**src/rtl/idli_pkg.sv**
```systemverilog
// idli_pkg: shared widths, slice counter type and control-state encoding for the idli core.
package idli_pkg;
   localparam int SLICE_W    = 4;
   localparam int NUM_SLICES = 16 / SLICE_W;
   localparam int CTR_W      = $clog2(NUM_SLICES);
   typedef logic [CTR_W-1:0] ctr_t;
   typedef enum logic [1:0] {INIT = 2'd0, RUN = 2'd1, HALT = 2'd2, STEP = 2'd3} ctl_state_e;
endpackage

```
**src/rtl/idli_rst_sync_m.sv**
```systemverilog
// idli_rst_sync_m: reset synchroniser, asserts asynchronously and releases after STAGES edges.
module idli_rst_sync_m #(
   parameter int STAGES = 2
) (
   input  logic gck,
   input  logic arst_n,
   output logic rst_n
);
   import idli_pkg::*;
   logic [STAGES-1:0] sync_q;
   always_ff @(posedge gck or negedge arst_n)
      if (!arst_n) sync_q <= '0;
      else         sync_q <= {sync_q[STAGES-2:0], 1'b1};
   assign rst_n = sync_q[STAGES-1];
endmodule

```
**src/rtl/idli_sync_ctl_m.sv**
```systemverilog
// idli_sync_ctl_m: reset sync, slice counter, word-aligned run/halt/step control and word counter.
module idli_sync_ctl_m #(
   parameter int DATA_W          = 16,
   parameter int SLICE_W         = 4,
   parameter int RST_SYNC_STAGES = 2,
   parameter int STARTUP_WORDS   = 8,
   localparam int NUM_SLICES     = DATA_W / SLICE_W,
   localparam int CTR_W          = $clog2(NUM_SLICES)
) (
   input  logic              i_top_gck,
   input  logic              i_top_rst_n,
   output logic              o_ctl_rst_n,
   output logic [CTR_W-1:0]  o_ctl_ctr,
   output logic              o_ctl_first,
   output logic              o_ctl_last,
   input  logic              i_ctl_halt_req,
   input  logic              i_ctl_step_req,
   output logic              o_ctl_run,
   output logic              o_ctl_halted,
   output logic [1:0]        o_ctl_state,
   output logic [DATA_W-1:0] o_ctl_word_cnt
);
   import idli_pkg::*;
   localparam int SU_W = $clog2(STARTUP_WORDS + 1) > 0 ? $clog2(STARTUP_WORDS + 1) : 1;

   if (NUM_SLICES < 2 || (NUM_SLICES & (NUM_SLICES - 1)) != 0 || NUM_SLICES * SLICE_W != DATA_W)
      begin : g_bad_slices
         $error("DATA_W/SLICE_W must be a power of two and at least 2");
      end
   if (RST_SYNC_STAGES < 2) begin : g_bad_stages
      $error("RST_SYNC_STAGES must be at least 2");
   end

   logic              rst_n;
   ctl_state_e        state_q, state_d;
   logic [CTR_W-1:0]  ctr_q;
   logic [DATA_W-1:0] wc_q;
   logic [SU_W-1:0]   su_q;
   logic              pend_q, pend_d, su_done, enter_go;

   idli_rst_sync_m #(.STAGES(RST_SYNC_STAGES)) u_rst_sync (
      .gck    (i_top_gck),
      .arst_n (i_top_rst_n),
      .rst_n  (rst_n)
   );

   assign su_done = su_q == SU_W'(STARTUP_WORDS);

   always_comb begin
      state_d = state_q;
      if (o_ctl_last)
         case (state_q)
            INIT:    state_d = su_done ? (i_ctl_halt_req ? HALT : RUN) : INIT;
            RUN:     state_d = i_ctl_halt_req ? HALT : RUN;
            HALT:    state_d = !i_ctl_halt_req ? RUN : pend_q ? STEP : HALT;
            default: state_d = HALT;
         endcase
   end

   // A pulse landing on the edge that enters STEP or RUN is absorbed, never queued.
   assign enter_go = state_d != state_q && (state_d == RUN || state_d == STEP);
   assign pend_d   = enter_go ? 1'b0 : (i_ctl_step_req && state_q != STEP) ? 1'b1 : pend_q;

   always_ff @(posedge i_top_gck or negedge rst_n)
      if (!rst_n) begin
         ctr_q   <= '0;
         state_q <= INIT;
         pend_q  <= 1'b0;
         su_q    <= '0;
         wc_q    <= '0;
      end else begin
         ctr_q   <= ctr_q + CTR_W'(1);
         state_q <= state_d;
         pend_q  <= pend_d;
         if (o_ctl_last && state_q == INIT && !su_done) su_q <= su_q + SU_W'(1);
         if (o_ctl_last && o_ctl_run) wc_q <= wc_q + DATA_W'(1);
      end

   assign o_ctl_rst_n    = rst_n;
   assign o_ctl_ctr      = ctr_q;
   assign o_ctl_first    = ctr_q == '0;
   assign o_ctl_last     = ctr_q == CTR_W'(NUM_SLICES - 1);
   assign o_ctl_run      = state_q == RUN || state_q == STEP;
   assign o_ctl_halted   = state_q == HALT;
   assign o_ctl_state    = state_q;
   assign o_ctl_word_cnt = wc_q;
endmodule

```
**config.mk**
```make
export PLATFORM = sky130hd
export DESIGN_NAME = idli_sync_ctl_m
export DESIGN_NICKNAME = d
export VERILOG_FILES = /design/src/rtl/idli_pkg.sv /design/src/rtl/idli_rst_sync_m.sv /design/src/rtl/idli_sync_ctl_m.sv
export SDC_FILE = /design/constraint.sdc
export NUM_CORES = 1
export LEC_CHECK = 0
export CAP_MARGIN = 10
export CORE_UTILIZATION = 54
export CTS_BUF_LIST = sky130_fd_sc_hd__clkbuf_2 sky130_fd_sc_hd__clkbuf_4 sky130_fd_sc_hd__clkbuf_8
export CTS_CLUSTER_SIZE = 30
export DETAILED_ROUTE_END_ITERATION = 8
export GPL_TIMING_DRIVEN = 1
export HOLD_SLACK_MARGIN = 0.05
export PLACE_DENSITY = 0.95
export SLEW_MARGIN = 5
export SYNTH_ARGS = -nofsm -noshare
export SYNTH_HDL_FRONTEND = slang
export SYNTH_SLANG_ARGS = --single-unit
```
**constraint.sdc**
```tcl
create_clock -name i_top_gck -period 2.6 [get_ports i_top_gck]
set_input_delay 0.26 -clock i_top_gck [delete_from_list [all_inputs] [get_ports i_top_gck]]
set_output_delay 0.26 -clock i_top_gck [all_outputs]
set_load 0.1 [all_outputs]
```
# --- Yosys cells after proc, flatten, opt, wreduce, memory -nomap -nowiden ---
# Cells that the tools add are included.
totals:
  elab_cells: 37
  out_inout_bits: 25
  register_bits: 27
  in_bits: 4
classes:
  eq_ne: 9
  reduce_logical: 11
  n_mux: 8
  add_sub_neg: 3
op_table:
  columns: ["operator", "count"]
  rows:
  - ["16-bit by 1-bit adder with 16-bit output (second input constant)", 1]
  - ["2-bit equality test (second input constant)", 4]
  - ["2-bit 2-to-1 mux", 4]
  - ["2-bit one-hot mux with 3 select lines", 1]
  - ["1-bit logical AND", 5]
  - ["4-bit by 1-bit adder with 4-bit output (second input constant)", 1]
  - ["2-bit by 1-bit equality test with 1-bit output (second input constant)", 2]
  - ["4-bit equality test (second input constant)", 1]
  - ["2-bit logical NOT", 2]
  - ["1-bit 2-to-1 mux", 3]
  - ["2-bit by 1-bit adder with 2-bit output (second input constant)", 1]
  - ["1-bit logical OR", 2]
  - ["2-bit inequality test", 1]
  - ["2-bit inequality test (second input constant)", 1]
  - ["2-bit nonzero test", 1]
  - ["1-bit logical NOT", 1]

# --- Logic depth before layout (Yosys ltp) ---
# Gate-level depths: netlist of the first run.
logic_depth:
  ltp_word: 8
  depth_mapped: 6
  mapped_depth_nobuf: 6

# --- Cells and area by module ---
# A second synthesis of the first run with hierarchy kept.
hier_totals:
  cells_unflattened: 104
  hier_area_um2: 1202.4
modules_own_cells:
  columns: ["module", "area_per_inst_um2", "instances", "seq_area_each_um2", "cells_per_inst"]
  rows:
  - ["idli_sync_ctl_m", 1148.6, 1, 625.6, 101]
  - ["idli_rst_sync_m", 53.8, 1, 50.0, 3]

# --- Least setup slack after synthesis of the first run ---
# OpenSTA, ideal clock, no wires.
synth_timing:
  path_type: "register to register"
  start: "register ctr_q[1], in the netlist o_ctl_ctr[1]"
  end: "register wc_q[15], in the netlist o_ctl_word_cnt[15]"
  path_buffers: 0
  arrival_time_ps: 2871
  t_required_ps: 2439
  stages_incl_launch_ff: 6
  setup_ps: 161
  synth_period_minus_slack_ps: 3033
  path_slack_ps: -433
  cell_sequence: "dfrtp_1 -> ha_1 -> nand2_4 -> or3_4 -> nor3_2 -> xor2_1"
synth_via:
  elab_chain_cells: 2
synth_rtl:
  columns: ["element", "line", "rtl"]
  rows:
  - ["from (decl)", "idli_sync_ctl_m.sv:36", "logic [CTR_W-1:0] ctr_q;"]
  - ["from (signal assigned)", "idli_sync_ctl_m.sv:72", "ctr_q <= ctr_q + CTR_W'(1);"]
  - ["2-bit equality test", "idli_sync_ctl_m.sv:82", "assign o_ctl_last = ctr_q == CTR_W'(NUM_SLICES - 1);"]
  - ["net o_ctl_last", "idli_sync_ctl_m.sv:15", "output logic o_ctl_last,"]
  - ["1-bit logical AND", "idli_sync_ctl_m.sv:76", "if (o_ctl_last && o_ctl_run) wc_q <= wc_q + DATA_W'(1);"]
  - ["to (signal assigned)", "idli_sync_ctl_m.sv:76", null]
  - ["to (decl)", "idli_sync_ctl_m.sv:37", "logic [DATA_W-1:0] wc_q;"]
# The timed path passes the listed nets, and every way through them passes these cells.
# A chain may end at the register's enable or synchronous reset.

# --- Final worst setup path of the first run ---
layout_timing:
  start: "register ctr_q[0], in the netlist o_ctl_ctr[0]"
  end: "register wc_q[15], in the netlist o_ctl_word_cnt[15]"
layout_via:
  elab_chain_cells: 2
layout_rtl:
  columns: ["element", "line"]
  rows:
  - ["2-bit equality test", "idli_sync_ctl_m.sv:82"]
  - ["1-bit logical AND", "idli_sync_ctl_m.sv:76"]
# Every way passes these cells.

==> qor.yml, run 1 <==
synth_area_leader_cell: "dfrtp_1"
clk_path_buf_depth: 2
cts.clk_slew.worst_paths_ns: 0.15
synth_cells: 105
cp_max_fo: 8
cts-resized-gates: 0
die_area_um2: 2440
maxCapViolations: 0
ys_ff_latch: 27
hold_buffers: 1
irDropWorstVdd_v: 0.000775
groute.usage.overall: 0.208
synth-edff-count: 0
yosys-mux-area-fraction: 0.00930
r2r-start: "o_ctl_ctr[0]"
avgSynthCellArea_um2: 11.5
nFillCells: 157
arrival_ns: 1.89
crit_path_end_kind: "flop"
synth_compound_area_frac: 0.0413
clock_skew_ns: 0.00237
drt_wl_total_um: 2190
syn_nets: 114
slowest_stage: "dfrtp_1"
p_int_mw: 0.664
cts_buffers: 3
dr.first_iter.drc_count: 10
htreeDepth: 1
drive_gt1_frac: 0.283
power_density_nw_per_um2: 817
post-dp-hpwl_um: 1610
synth.yosys.seq_area_share: 0.558
required_ns: 2.87
hold_viol_final: 0
setup_tns_ns: 0
cts-root-buf: "clkbuf_4"
fp.dieW_um: 49.4
grt_pass1_vias: 805
r2r_end: "o_ctl_word_cnt[15]"
clock_latency_ns: 0.34
yosys-top-cells-count: "27 x dfrtp_1, 13 x xnor2_1, 12 x nand2_1"
synth_top_area_share: 0.558
fp-row-count: 16
die_y_um: 49.4
synth-simple-area-share: 0.178
status: "finished clean"
cp-start-kind: "flop"
crit_chain: "ha_4, nand2_4, or3_4, nor3_2, xor2_1"
power_frac_clock: 0.153
start_util: 0.593
fin_ws_ns: 0.984
post-place-ws_ns: 0.991
slowest_delay_ns: 0.44
synthAdderAreaFrac: 0.0517
synthesis.area_um2: 1210
synth_xor_xnor_area_share: 0.130
grt_pass1_wl_um: 3680
drcViolationCount: 0
syn2layout_area_growth_pct: 25.2
via_per_inst: 5.14
max_freq_mhz: 619
hold_class: "flop to async pin"
ioPinCount: 29
synth_top_family_by_area: "simple AND/OR/NAND/NOR gates"
r2r_cells: 5
nNetsFinal: 148
ys.flop_type: "dfrtp_1"
ys_types: 28
place.gp.congestion: 0.754
async_flop_share: 1.00
grt_max_degree: 26
slew_viol_final: 0
seqPwrFrac: 0.457
power_frac_comb: 0.390
drtAntennaViolNets: 0
grt_antenna_before_repair: 0
yosys_warnings: 0
synth_most_common_cell: "dfrtp_1"
clock-sinks: 27
core_area_um2: 2040
p_leak_nw: 0.726
fin_crit_ns: 1.62
cts_setup_buffers: 0
switchingPower_mw: 0.576
cts_tree: "done"
switching_share: 0.464
firstDrtPassIters: 4
synth_area_leaders: "dfrtp_1 56%, xnor2_1 9.4%, ha_1 5.2%"
port_buffers: 28
path_class: "flop to flop"
reg2reg_slack_ns: 0.98
avgRoutedWirePerCell_um: 13.3
grt-ovfl-total: 0
rsz0062_at_grt: "no"
fin_crit_sh: 0.621
n_antenna_cell: 0
route.vias.total: 848
setup_viol: 0
[power groups by stage]
| stage | Sequential [mW] | Clock, mW | Combinational [mW] |
|---|---|---|---|
| global placement | 0.570 | 0 | 0.476 |
| detailed placement | 0.574 | 0 | 0.483 |
| floorplan | 0.797 | 0 | 0.155 |
| finish | 0.566 | 0.189 | 0.484 |
| global route | 0.578 | 0.211 | 0.515 |
| CTS | 0.567 | 0.197 | 0.487 |
[worst max-delay path: cells and delay by family (launching register included)]
kind,cells,cell delay [ns]
flops,1,0.44
xor+xnor,1,0.16
simple gates,3,0.74
fa+ha+maj,1,0.22
[area by class of cell]
cell class | count | area, um^2 | share of cell area
clock buffers | 3 | 22.5 | 0.0149
clock inverters | 1 | 7.51 | 0.00495
inverters | 7 | 26.3 | 0.0173
multi-input cells | 70 | 515 | 0.340
flip-flops and latches | 27 | 676 | 0.446
well taps | 27 | 33.8 | 0.0223
repair buffers | 30 | 235 | 0.155
[state kept, by name, indices dropped and copies added, names as in the netlist]
name / flops
su_q: 4
u_rst_sync.sync_q: 2
o_ctl_state: 2
pend_q: 1
o_ctl_ctr: 2
o_ctl_word_cnt: 16
[how the worst max path moves through the flow]
| stage | from | endpoint | slack (ns) | depth (start not counted) |
|---|---|---|---|---|
| 2_1_floorplan | o_ctl_ctr[0] | o_ctl_word_cnt[15] | 0.15 | 5 |
| 3_3_place_gp | o_ctl_ctr[0] | o_ctl_word_cnt[10] | 1.06 | 5 |
| 3_5_place_dp | su_q[0] | su_q[3] | 0.99 | 6 |
| 4_1_cts | su_q[0] | su_q[3] | 0.96 | 6 |
| 5_1_grt | su_q[0] | su_q[3] | 0.78 | 6 |
| 6_report | o_ctl_ctr[0] | o_ctl_word_cnt[15] | 0.98 | 5 |
[cells in the final DEF (no fill, tap or decap), drive strengths merged]
cell type	count
xor2	5
clkinvlp	1
and4	1
nand4	4
a21o	1
o22ai	2
a21oi	2
o21ai	1
inv	7
or2	1
xnor2	13
conb	1
ha	5
nor3	3
nand2	13
and3b	1
dfrtp	27
nand3	5
nor4	1
clkdlybuf4s50	3
a31oi	1
clkbuf	3
and3	2
o31a	1
dlygate4sd3	1
mux2	1
nor2	5
buf	26
or3	1
[per-layer routing]
layer,track usage,routed length [um],vias to the layer above
met2,0.336,1080,18
met5,0,0,-
met3,0.0312,66,5
met1,0.264,996,409
li1,-,-,416
met4,0.118,52,0
[per-stage QoR]
| stage | instances | power, mW | area (um^2) | util | hold slack, ns |
|---|---|---|---|---|---|
| floorplan | 105 | 0.952 | 1230 | - | -0.0356 |
| global route | 165 | 1.30 | 1520 | 0.743 | 0.309 |
| global placement | 160 | 1.05 | 1480 | 0.723 | 0.278 |
| finish | 165 | 1.24 | 1520 | 0.743 | 0.276 |
| CTS | 165 | 1.25 | 1520 | 0.743 | 0.291 |
| detailed placement | 160 | 1.06 | 1480 | 0.723 | 0.278 |
[cell families (layout without fill, tap and decap cells)]
kind of cell	after synthesis	count (layout)
simple gates	37	37
flops	27	27
xor+xnor	18	18
compound gates	8	8
buf+inv	8	41
fa+ha+maj	5	5
other cells	1	1
mux	1	1
Note: power is estimated with default switching activity, not from simulation.
==> run 2, diff against run 1 <==
- CORE_UTILIZATION: 54 -> 50
- PLACE_DENSITY: 0.95 -> 0.92
- clock period: 2.6 -> 1.6 ns (I/O delays scaled with it)
==> qor.yml, run 2 (synthesized netlist as in run 1, its figures left out) <==
drtAntennaViolNets: 0
place.gp.congestion: 0.812
cp-start-kind: "flop"
r2r_cells: 4
core_area_um2: 2250
largest_register_ffs: 16
drt_wl_total_um: 3140
drive_gt1_frac: 0.427
maxCapViolations: 0
final_area_um2: 1910
slowest_stage: "dfrtp_1"
layout_common_cells: "25 x buf_12, 17 x dfrtp_1, 12 x xnor2_1, 11 x nand2_1, 10 x dfrtp_2"
groute.usage.overall: 0.248
power_density_nw_per_um2: 1200
via_per_inst: 5.59
port_buffers: 28
htreeDepth: 1
hold_viol_final: 0
arrival_ns: 1.84
setup_viol: 0
nNetsFinal: 153
n_antenna_cell: 0
grt_pass1_wl_um: 4550
status: "finished clean"
required_ns: 1.85
fin_crit_sh: 0.996
clock-sinks: 27
p_leak_nw: 0.839
clock_skew_ns: 0.00303
setup_tns_ns: 0
clock_latency_ns: 0.32
cts_buffers: 3
cp_top_family: "simple AND/OR/NAND/NOR gates"
grt_max_degree: 26
crit_path_end_kind: "flop"
clk_path_buf_depth: 2
fin_crit_ns: 1.59
die_area_um2: 2620
r2r_end: "o_ctl_word_cnt[9]"
max_freq_mhz: 628
cp_max_fo: 4
cts_tree: "done"
final_common_cell: "buf_12"
drcViolationCount: 0
hold_class: "flop to async pin"
slew_viol_final: 0
critPathBufInv: 0
cts-root-buf: "clkbuf_4"
reg2reg_slack_ns: 0.007
crit_chain: "nand3_1, or3_4, nor2_1, xor2_1"
post-dp-hpwl_um: 2190
path_class: "flop to flop"
r2r-start: "o_ctl_word_cnt[2]"
fin_ws_ns: 0.00674
grt-ovfl-total: 0
firstDrtPassIters: 4
fp-row-count: 17
avgRoutedWirePerCell_um: 18.4
grt_antenna_before_repair: 0
start_util: 0.537
cts.clk_slew.worst_paths_ns: 0.13
irDropWorstVdd_v: 0.00115
ioPinCount: 29
post-place-ws_ns: 0.0343
syn2layout_area_growth_pct: 58.0
placed_area_um2: 1830
grt_pass1_vias: 916
die_y_um: 51.2
route.vias.total: 956
fp.dieW_um: 51.2
utilization: 0.849
dr.first_iter.drc_count: 28
slowest_delay_ns: 0.51
==> run 2: cell count changes in the layout (fill, tap and decap cells not counted), moves of 2 or more <==
cell     previous run  this run
buf_4              26         6
ha_2                0         2
ha_1                4         2
buf_12              0        25
dfrtp_2             0        10
dfrtp_1            27        17
==> run 2: cell type report <==
cell class	count	area, um^2
sequential	27	688
fill	115	342
inverter	7	26.3
tap	28	35.0
multi-input combinational	70	548
clock buffer	4	30.0
timing repair buffer	35	586
==> run 2: worst max-delay path by stage <==
| stage | startpoint | to | slack, ns | depth (start not counted) |
|---|---|---|---|---|
| 3_5_place_dp | su_q[0] | su_q[3] | 0.03 | 6 |
| 6_report | o_ctl_word_cnt[2] | o_ctl_word_cnt[9] | 0.007 | 4 |
| 5_1_grt | o_ctl_word_cnt[2] | o_ctl_word_cnt[9] | -0.04 | 4 |
| 3_3_place_gp | su_q[0] | su_q[3] | 0.12 | 6 |
| 4_1_cts | su_q[0] | su_q[1] | 0.002 | 7 |
| 2_1_floorplan | o_ctl_ctr[1] | o_ctl_word_cnt[10] | -0.40 | 5 |
==> run 2: power breakdown <==
group,internal [mW],total [mW],switching (mW)
Clock,0.115,0.303,0.189
Sequential,0.799,0.969,0.170
Combinational,0.374,1.02,0.649
Total,1.29,2.30,1.01
==> run 2: stage by stage <==
| stage | power (mW) | hold WS, ns | instances |
|---|---|---|---|
| finish | 2.30 | 0.317 | 171 |
| global route | 2.38 | 0.345 | 171 |
| CTS | 2.26 | 0.328 | 168 |
| detailed placement | 1.96 | 0.315 | 163 |
| global placement | 1.91 | 0.305 | 163 |
| floorplan | 1.56 | -0.136 | 105 |
==> run 2: worst register-to-register path: stages (launching register included) <==
cell     delay (ns)
dfrtp_1        0.51
nand3_1        0.21
or3_4          0.46
nor2_1         0.18
xor2_1         0.17
==> run 2: what timing repair did <==
item                                    CTS  global route
endpoints found under the hold margin     2             0
hold buffers                              1             0
resized for setup                         0             6
setup buffers                             0             3
endpoints found under the setup margin    0            11
==> run 2: routing by layer <==
layer | vias up | GRT usage | routed length [um]
met5 | - | 0 | 0
met4 | 0 | 0.0541 | 108
met3 | 10 | 0.0387 | 140
met2 | 38 | 0.476 | 1750
met1 | 479 | 0.286 | 1150
li1 | 429 | - | -
